File: config.mk
export PLATFORM = sky130hd
export DESIGN_NAME = seq_store
export DESIGN_NICKNAME = d
export VERILOG_FILES = /design/src/rtl/seq_store.sv
export SDC_FILE = /design/constraint.sdc
export NUM_CORES = 1
export LEC_CHECK = 0
export CAP_MARGIN = 0
export CORE_ASPECT_RATIO = 1.5
export CORE_MARGIN = 8
export CORE_UTILIZATION = 49
export CTS_CLUSTER_DIAMETER = 150
export DETAILED_ROUTE_END_ITERATION = 10
export PLACE_DENSITY = 0.72
export SYNTH_ARGS = -nofsm -noshare
export SYNTH_HDL_FRONTEND = slang
export SYNTH_SLANG_ARGS = --single-unit
File: constraint.sdc
create_clock -name clk -period 1.8 [get_ports clk]
set_input_delay 0.36 -clock clk [delete_from_list [all_inputs] [get_ports clk]]
set_output_delay 0.36 -clock clk [all_outputs]
set_load 0.005 [all_outputs]
File: src/rtl/seq_store.sv
// rtl/seq_store.sv - sequence register file, one synchronous write and one asynchronous read port
//
// Purpose: holds the captured code of every round played so far.
// Ports:
//   clk    in  clock
//   we     in  write enable
//   waddr  in  write address
//   wdata  in  write data
//   raddr  in  read address
//   rdata  out read data (combinational)
// Contents are not reset; the checker never reads an entry before writing it.

module seq_store #(
  parameter int DEPTH = 16,
  parameter int W     = 3,
  parameter int AW    = 4
) (
  input  logic          clk,
  input  logic          we,
  input  logic [AW-1:0] waddr,
  input  logic [W-1:0]  wdata,
  input  logic [AW-1:0] raddr,
  output logic [W-1:0]  rdata
);

  logic [W-1:0] mem [DEPTH];

  always_ff @(posedge clk) begin
    if (we) begin
      mem[waddr] <= wdata;
    end
  end

  assign rdata = mem[raddr];

endmodule

==> results of run 1 <==
## repair_timing
| item | in CTS | in global routing |
|---|---|---|
| endpoints found under the setup margin | 3 | 3 |
| resized for setup | 25 | 0 |
| setup buffers | 2 | 0 |
| pin swaps | 6 | 1 |
| cloned | 1 | 0 |
## cell families (layout without fill, tap and decap cells)
family,Yosys count,in the layout,share of synthesized area
AOI/OAI and AO/OA,3,3,0.0141
buffers and inverters,2,40,0.00769
DFF,48,48,0.738
muxes,12,12,0.154
and+or+nand+nor,35,35,0.0859
## final cells by class
class | count | area, sq um | area share
flip-flops and latches | 48 | 1440 | 0.604
multi-input cells | 50 | 490 | 0.205
repair buffers | 32 | 317 | 0.133
clock buffers | 5 | 68.8 | 0.0288
well taps | 45 | 56.3 | 0.0236
clock inverters | 3 | 13.8 | 0.00577
## power breakdown
part	switching [W]	internal (W)
clock network	0.000321	0.000263
logic	0.0000845	0.000103
registers	0.00000559	0.00125
## worst min-delay path by stage
stage	start	endpoint	slack, ns	depth (start not counted)
after floorplan	wdata[0]	mem[0][0]$_DFFE_PP_	0.46	0
after global placement	wdata[0]	mem[8][0]$_DFFE_PP_	1.14	2
after detailed placement	wdata[0]	mem[11][0]$_DFFE_PP_	1.15	2
after CTS	wdata[0]	mem[15][0]$_DFFE_PP_	0.83	2
after global routing	wdata[0]	mem[15][0]$_DFFE_PP_	0.83	2
final	wdata[0]	mem[15][0]$_DFFE_PP_	0.84	2
## synth_stat cells, drive strengths merged
master	count	area (sq um)
edfxtp	48	1440
nand2b	2	12.5
buf	1	11.3
a22oi	3	27.5
nor2b	2	12.5
nand3b	2	15.0
or3b	1	8.76
clkbuf	1	3.75
nor2	13	48.8
nand2	4	15.0
mux4	12	300
nand3	7	35.0
nor3	4	20.0
## per-stage QoR
step	setup TNS [ns]	total power [W]	area, sq um	util	setup WS, ns
2_1_floorplan	0	0.00135	1950	-	0.183
3_3_place_gp	-3.63	0.00145	2270	0.585	-0.866
3_5_place_dp	-4.27	0.00146	2270	0.585	-0.932
4_1_cts	-0.428	0.00205	2390	0.614	-0.174
5_1_grt	-0.618	0.00211	2390	0.614	-0.207
6_report	-0.393	0.00203	2390	0.614	-0.136
## routing by layer
metal,share of wire,global-route usage,vias up,routed length [um]
met2,0.52,0.218,25,1850
met3,0.037,0.0419,9,132
met4,0.036,0.0630,0,127
li1,-,-,482,-
met5,0,0,-,0
met1,0.41,0.139,528,1450
==> metrics.txt, run 1 <==
status finished, violations left; violated checks setup timing; CORE AREA 0.00389 sq mm; area of the mapped netlist between 0.0015 and 0.002 sq mm; Critical Path Stages 4; worst min path class primary input to register; share of post-route cells with drive strength above 1 0.290; Tcrit/Tclk final 1.08; synth unique cells 15; Largest regs mem x48; Pleak about 0.8 nW; Clock transition at path regs roughly 0.08 ns; Slew Limit Fails 0; Final setup viols 3; DR iter-0 viols 25; # IOs 16; DP Cell Count 172; Avg Cell Area, Syn slightly below 20 sq um; most frequent cells in the layout edfxtp_1 (48), buf_4 (14), nor2_1 (13); Critical Path RT about 1.4 ns; crit path time final between 1.5 and 2 ns; maximum vdd drop around 0.80 mV; most common cell after layout, fill and taps aside edfxtp_1; All-Layer GR Usage 0.129; via count of the routed design around 1,000; FP Rows 28; initial antenna violation count 0; post-synthesis sequential area ratio 0.738; Initial Util 0.502; Routed Antenna Nets 0; largest stage delay on the critical path around 0.53 ns; FILL cells 295; Root Buffer clkbuf_8; layout net count 150; RSZ-0062 raised after global routing yes; crit-path cells mux4_2 -> a22oi_2 -> nand3_1 -> buf_2; Worst-Margin Slew between 0.5 and 0.6 ns; Critical Path Source Type register; CTS max path bufs 2; FMAX a little over 500 MHz; hold buffer count at CTS 0; Slowest-stage cell, CP mux4_2; TritonCTS clock tree yes; global-route wire length before repair approximately 5.8 mm; Port Buf Inserts 15; DIE HEIGHT between 90 and 100 um; synthesized instance count 100; DR DRC count 0; Mapped Nets 113; hold_ws between 0.8 and 0.9 ns; Total Wirelength about 3.6 mm; dpl hpwl approximately 2.5 mm; ANT cells 0; final cell count without fillers between 150 and 200; overall die width 67.5 um; routed vias/inst approximately 5.7; vias in the first global route ~1,100; largest net degree at the start of global routing 17; CTS Sinks 48; Seq cells post-synth 48; max FFs per register 48; DRT Pass-1 Iters 4; Setup crit end kind primary output; crit path buf inv count 1; gpl congestion between 0.7 and 0.8; Overflow after GRT 0; cell area power density approximately 850 mW/mm^2; final hold viol count 0; critical path endpoint rdata[1]; synth warn 0; Worst slew margin 0.637; drt wl/cell 19.5 um; Worst Path Arrival about 1.6 ns; delay-heaviest family, CP multiplexers; max cap viols 0; Layout area overhead 22.3%; CTS Buf Count 5; crit-path max FO 1; Die ar. ~0.0063 sq mm; H-Tree Level Count 2; Biggest register mem; CP Class register to primary output; CP startpoint mem[7][1]$_DFFE_PP_; final worst slack -0.136 ns
Power figures use the tool's default switching activity.
==> run 2: changes to the inputs <==
--- a/config.mk
+++ b/config.mk
@@ -12,6 +12,7 @@
 export CTS_CLUSTER_DIAMETER = 150
 export DETAILED_ROUTE_END_ITERATION = 10
 export PLACE_DENSITY = 0.72
+export SLEW_MARGIN = 0
 export SYNTH_ARGS = -nofsm -noshare
 export SYNTH_HDL_FRONTEND = slang
 export SYNTH_SLANG_ARGS = --single-unit
==> results of run 2 <==
No change in the layout: final DEF, timing and power equal those of run 1.
